`src/rtl/countdown_timer_32_pkg.sv`:
```
// Shared definitions for the countdown_timer_32 block.
//   state_e      : timer FSM encoding (StIdle = 0, StRun = 1)
//   DefaultWidth : default counter / load-value width
//   CountZero    : zero constant for count compares
package countdown_timer_32_pkg;

  localparam int unsigned DefaultWidth = 32;

  typedef enum logic {
    StIdle = 1'b0,
    StRun  = 1'b1
  } state_e;

  localparam logic [DefaultWidth-1:0] CountZero = '0;

endpackage

```
`src/rtl/countdown_timer_32_down_counter_core.sv`:
```
// Down-counter datapath for countdown_timer_32.
// Ports:
//   clk_i, rst_ni  : clock, asynchronous active-low clear
//   clr_i          : synchronous clear to zero (highest priority)
//   load_i         : parallel load of load_value_i
//   load_value_i   : value to load
//   dec_i          : decrement by one this cycle
//   count_o        : registered count
//   is_one_o       : combinational flag, count_o == 1
module countdown_timer_32_down_counter_core
  import countdown_timer_32_pkg::*;
#(
  parameter int unsigned WIDTH = DefaultWidth
) (
  input  logic             clk_i,
  input  logic             rst_ni,
  input  logic             clr_i,
  input  logic             load_i,
  input  logic [WIDTH-1:0] load_value_i,
  input  logic             dec_i,
  output logic [WIDTH-1:0] count_o,
  output logic             is_one_o
);

  logic [WIDTH-1:0] count_q, count_d;

  always_comb begin
    count_d = count_q;
    if (clr_i) begin
      count_d = '0;
    end else if (load_i) begin
      count_d = load_value_i;
    end else if (dec_i) begin
      count_d = count_q - WIDTH'(1);
    end
  end

  always_ff @(posedge clk_i or negedge rst_ni) begin
    if (!rst_ni) begin
      count_q <= '0;
    end else begin
      count_q <= count_d;
    end
  end

  assign count_o  = count_q;
  assign is_one_o = (count_q == WIDTH'(1));

endmodule

```
`src/rtl/countdown_timer_32.sv`:
```
// Loadable down-counter / timer with one-shot and auto-reload modes.
// Ports:
//   clk_i          : rising-edge clock
//   rst_ni         : asynchronous active-low reset
//   load_i         : capture load_value_i and start (zero expires at once)
//   load_value_i   : number of enabled cycles to count
//   enable_i       : decrement this cycle while running
//   auto_reload_i  : on expiry reload the captured value and keep running
//   abort_i        : stop immediately, no done pulse
//   count_o        : remaining count
//   busy_o         : timer running
//   done_o         : one-cycle expiry pulse
module countdown_timer_32
  import countdown_timer_32_pkg::*;
#(
  parameter int unsigned WIDTH = DefaultWidth
) (
  input  logic             clk_i,
  input  logic             rst_ni,
  input  logic             load_i,
  input  logic [WIDTH-1:0] load_value_i,
  input  logic             enable_i,
  input  logic             auto_reload_i,
  input  logic             abort_i,
  output logic [WIDTH-1:0] count_o,
  output logic             busy_o,
  output logic             done_o
);

  state_e           state_q, state_d;
  logic [WIDTH-1:0] reload_q, reload_d;
  logic             done_q, done_d;

  logic             core_clr;
  logic             core_load;
  logic [WIDTH-1:0] core_load_value;
  logic             core_dec;
  logic             core_is_one;

  countdown_timer_32_down_counter_core #(
    .WIDTH (WIDTH)
  ) u_core (
    .clk_i        (clk_i),
    .rst_ni       (rst_ni),
    .clr_i        (core_clr),
    .load_i       (core_load),
    .load_value_i (core_load_value),
    .dec_i        (core_dec),
    .count_o      (count_o),
    .is_one_o     (core_is_one)
  );

  // Priority: abort > load > terminal/decrement > hold.
  always_comb begin
    state_d         = state_q;
    reload_d        = reload_q;
    done_d          = 1'b0;
    core_clr        = 1'b0;
    core_load       = 1'b0;
    core_load_value = load_value_i;
    core_dec        = 1'b0;

    if (abort_i) begin
      core_clr = 1'b1;
      state_d  = StIdle;
    end else if (load_i) begin
      if (load_value_i != WIDTH'(CountZero)) begin
        core_load = 1'b1;
        reload_d  = load_value_i;
        state_d   = StRun;
      end else begin
        // Zero-length timer expires on the load edge itself.
        core_clr = 1'b1;
        state_d  = StIdle;
        done_d   = 1'b1;
      end
    end else if (state_q == StRun && enable_i) begin
      if (core_is_one) begin
        done_d = 1'b1;
        if (auto_reload_i) begin
          core_load       = 1'b1;
          core_load_value = reload_q;
        end else begin
          core_clr = 1'b1;
          state_d  = StIdle;
        end
      end else begin
        core_dec = 1'b1;
      end
    end
  end

  always_ff @(posedge clk_i or negedge rst_ni) begin
    if (!rst_ni) begin
      state_q  <= StIdle;
      reload_q <= '0;
      done_q   <= 1'b0;
    end else begin
      state_q  <= state_d;
      reload_q <= reload_d;
      done_q   <= done_d;
    end
  end

  assign busy_o = (state_q == StRun);
  assign done_o = done_q;

endmodule

```
`config.mk`:
```
export PLATFORM = sky130hd
export DESIGN_NAME = countdown_timer_32
export DESIGN_NICKNAME = d
export VERILOG_FILES = /design/src/rtl/countdown_timer_32_pkg.sv /design/src/rtl/countdown_timer_32_down_counter_core.sv /design/src/rtl/countdown_timer_32.sv
export SDC_FILE = /design/constraint.sdc
export NUM_CORES = 1
export LEC_CHECK = 0
export BUFFER_PORTS_ARGS = -buffer_cell sky130_fd_sc_hd__buf_2
export CAP_MARGIN = 15
export CORE_MARGIN = 1
export CORE_UTILIZATION = 50
export DETAILED_ROUTE_END_ITERATION = 8
export PLACE_DENSITY = 0.73
export SLEW_MARGIN = 30
export SYNTH_ARGS = -nofsm -noshare
export SYNTH_HDL_FRONTEND = slang
export SYNTH_SLANG_ARGS = --single-unit
```
`constraint.sdc`:
```
create_clock -name clk_i -period 2.88 [get_ports clk_i]
set_input_delay 0.288 -clock clk_i [delete_from_list [all_inputs] [get_ports clk_i]]
set_output_delay 0.288 -clock clk_i [all_outputs]
set_load 0.01 [all_outputs]
```
==> impl_metrics.tcl <==
set metrics [dict create \
    synth-seq-cells 66 \
    syn_area_sq_um 3970 \
    setup_viol 0 \
    power.density_nw_per_um2 543 \
    htree_levels 3 \
    grt_overflow_total 0 \
    yosysWarnings 0 \
    post_synth_num_cell_types 64 \
    yosys.area_share.adder_pct 0.630 \
    rr_startpoint "u_core.count_o[0]" \
    critPathKind "register to register" \
    required_ns 3.17 \
    dr.pass1.iters 5 \
    yosysSeqAreaShare_pct 41.6 \
    ant_nets 0 \
    cts.hold.buffers_added 0 \
    clk_pin_slew_ns 0.08 \
    synth_edf_count 0 \
    synth_xor_area_share_pct 3.09 \
    tns_ns 0 \
    syn_to_final_growth_pct 22.5 \
    start_util_pct 51.7 \
    critical_path.max_fanout 6 \
    slew_viol_final 0 \
    syn_avg_cell_area_sq_um 8.62 \
    clk_path_buf_depth 2 \
    slew_headroom_pct 43.5 \
    start_kind "register" \
    async_flop_share_pct 100 \
    hpwl_microns 9200 \
    coreArea_sq_um 7690 \
    synthSimpleGateAreaFrac_pct 30.7 \
    fin_crit_ns 2.69 \
    placed_area_sq_um 4610 \
    synth_mux_area_share_pct 0.252 \
    nets 591 \
    power_leakage_nw 2.25 \
    fin_area_sq_um 4870 \
    dp_slack_ns 0.169 \
    vias 4146 \
    grt_pass1_wl_microns 19900 \
    synth_top_area_share_pct 41.6 \
    synth_compound_area_share_pct 20.3 \
    max_freq_mhz 372 \
    fp.dieH_microns 91.2 \
    initialDrtViolationCount 432 \
    hold_class "input port to async pin" \
    grt_max_degree 67 \
    synthCells 461 \
    via_per_inst 6.30 \
    diodes 0 \
    synth_ff_type "dfrtp_1" \
    drv_cap 0 \
    syn_nets 501 \
    cts_made_buffers 9 \
    worst_pin_slew_ns 0.848 \
    die_w_microns 91.2 \
    r2r-end "u_core.count_o[28]" \
    r2r_slack_ns 0.19 \
    io_buffers 71 \
    dieArea_sq_um 8310 \
    numClockSinks 66 \
    drive_gt1_share_pct 25.4 \
    ys_top_cells_by_count "112 x nand2_1, 66 x dfrtp_1, 28 x nor2_1" \
    yosysTopAreaCell "dfrtp_1" \
    wirelength_microns 12700 \
    yosysMostFrequentCell "nand2_1" \
    finalCritPeriodShare_pct 93.4 \
    antenna_found_initial 0 \
    setup_slack_ns 0.190 \
    reg2regPathDepth 8 \
    rsz0062_at_grt "no" \
    crit_path_end_kind "register" \
    peakVddDrop_v 0.000365 \
    skew_ns 0.0132 \
    gp_congestion 0.970 \
    clock_latency_ns 0.36 \
    synthTopCellsByArea "dfrtp_1 42%, nand2_1 11%, nor2_1 2.6%" \
    status "finished, final reports clean" \
    power_mw 2.64 \
    grt_pass1_vias 3794 \
    ctsRootBufferMaster "clkbuf_8" \
    drcViolationCount 0 \
    wl_per_cell_microns 19.3 \
    cts_tree "built" \
    synth_top_family_by_area "simple AND/OR/NAND/NOR gates" \
    grt_usage_pct 31.4 \
    num_io_pins 72 \
    placementRows 32 \
    finalHoldViolations 0 \
    cp.arrival_ns 2.98 \
]
-- report_power, final --
| part | total, mW | switching, mW | internal, mW |
|---|---|---|---|
| combinational | 0.543 | 0.322 | 0.221 |
| sequential | 1.13 | 0.103 | 1.03 |
| clock | 0.971 | 0.393 | 0.578 |
| total | 2.64 | 0.818 | 1.83 |
-- final cells by class --
cell class	instances	area, sq um
clock buffers	10	128
clock inverters	6	115
fillers	690	2820
inverters	5	18.8
multi-input cells	367	2210
flip-flops and latches	66	1650
well taps	102	128
repair buffers	102	613
-- worst max-delay path: stages (launching register included) --
cell	delay, ns
dfrtp_1	0.44
inv_1	0.08
ha_1	0.16
nor3b_1	0.43
nand2_1	0.21
or4_1	0.60
or2_2	0.34
o32ai_1	0.23
a31o_1	0.13
-- repair_timing --
action | 4_1_cts | 5_1_grt
resized for setup | 0 | 2
setup buffers | 0 | 0
endpoints found under the setup margin | 0 | 26
-- cells in the final DEF (no fill, tap or decap), types with 10 or more instances in the layout --
cell / instances
a21oi_1: 15
a31oi_1: 10
buf_2: 71
buf_4: 29
dfrtp_1: 66
nand2_1: 112
nand3_1: 19
nor2_1: 27
nor3_1: 19
nor4_1: 14
xor2_1: 10
-- per-stage QoR --
step           std cells  hold WS [ns]  utilization (%)
2_1_floorplan        461      -0.00759                -
3_3_place_gp         642         0.457             59.9
3_5_place_dp         642         0.462             59.9
4_1_cts              658         0.148             63.1
5_1_grt              658         0.179             63.3
6_report             658         0.112             63.3
-- per-layer routing --
metal	up-vias	track usage (%)	part of all wire, %
met1	1962	43.0	43
li1	1887	-	-
met4	0	13.5	3.4
met5	-	0	0
met3	46	6.78	9.3
met2	251	48.0	45
-- state kept, by name (all words and copies together) (netlist names) --
signal,cells
reload_q,32
done_o,1
u_core.count_o,32
busy_o,1
-- worst max-delay path by stage --
stage,end,depth (start not counted),startpoint
floorplan,u_core.count_o[18],6,u_core.count_o[4]
global placement,u_core.count_o[29],7,u_core.count_o[0]
detailed placement,u_core.count_o[19],8,u_core.count_o[1]
CTS,u_core.count_o[19],8,u_core.count_o[1]
global route,u_core.count_o[19],8,u_core.count_o[1]
finish,u_core.count_o[28],8,u_core.count_o[0]
-- kinds of logic after synthesis --
kind of cell,Yosys count
AO/OA/AOI/OAI,109
XOR/XNOR,14
adder cells (fa/ha/maj),2
buffers and inverters,28
flip-flops,66
multiplexers,1
AND/OR/NAND/NOR,241
Power figures use the tool's default switching activity.
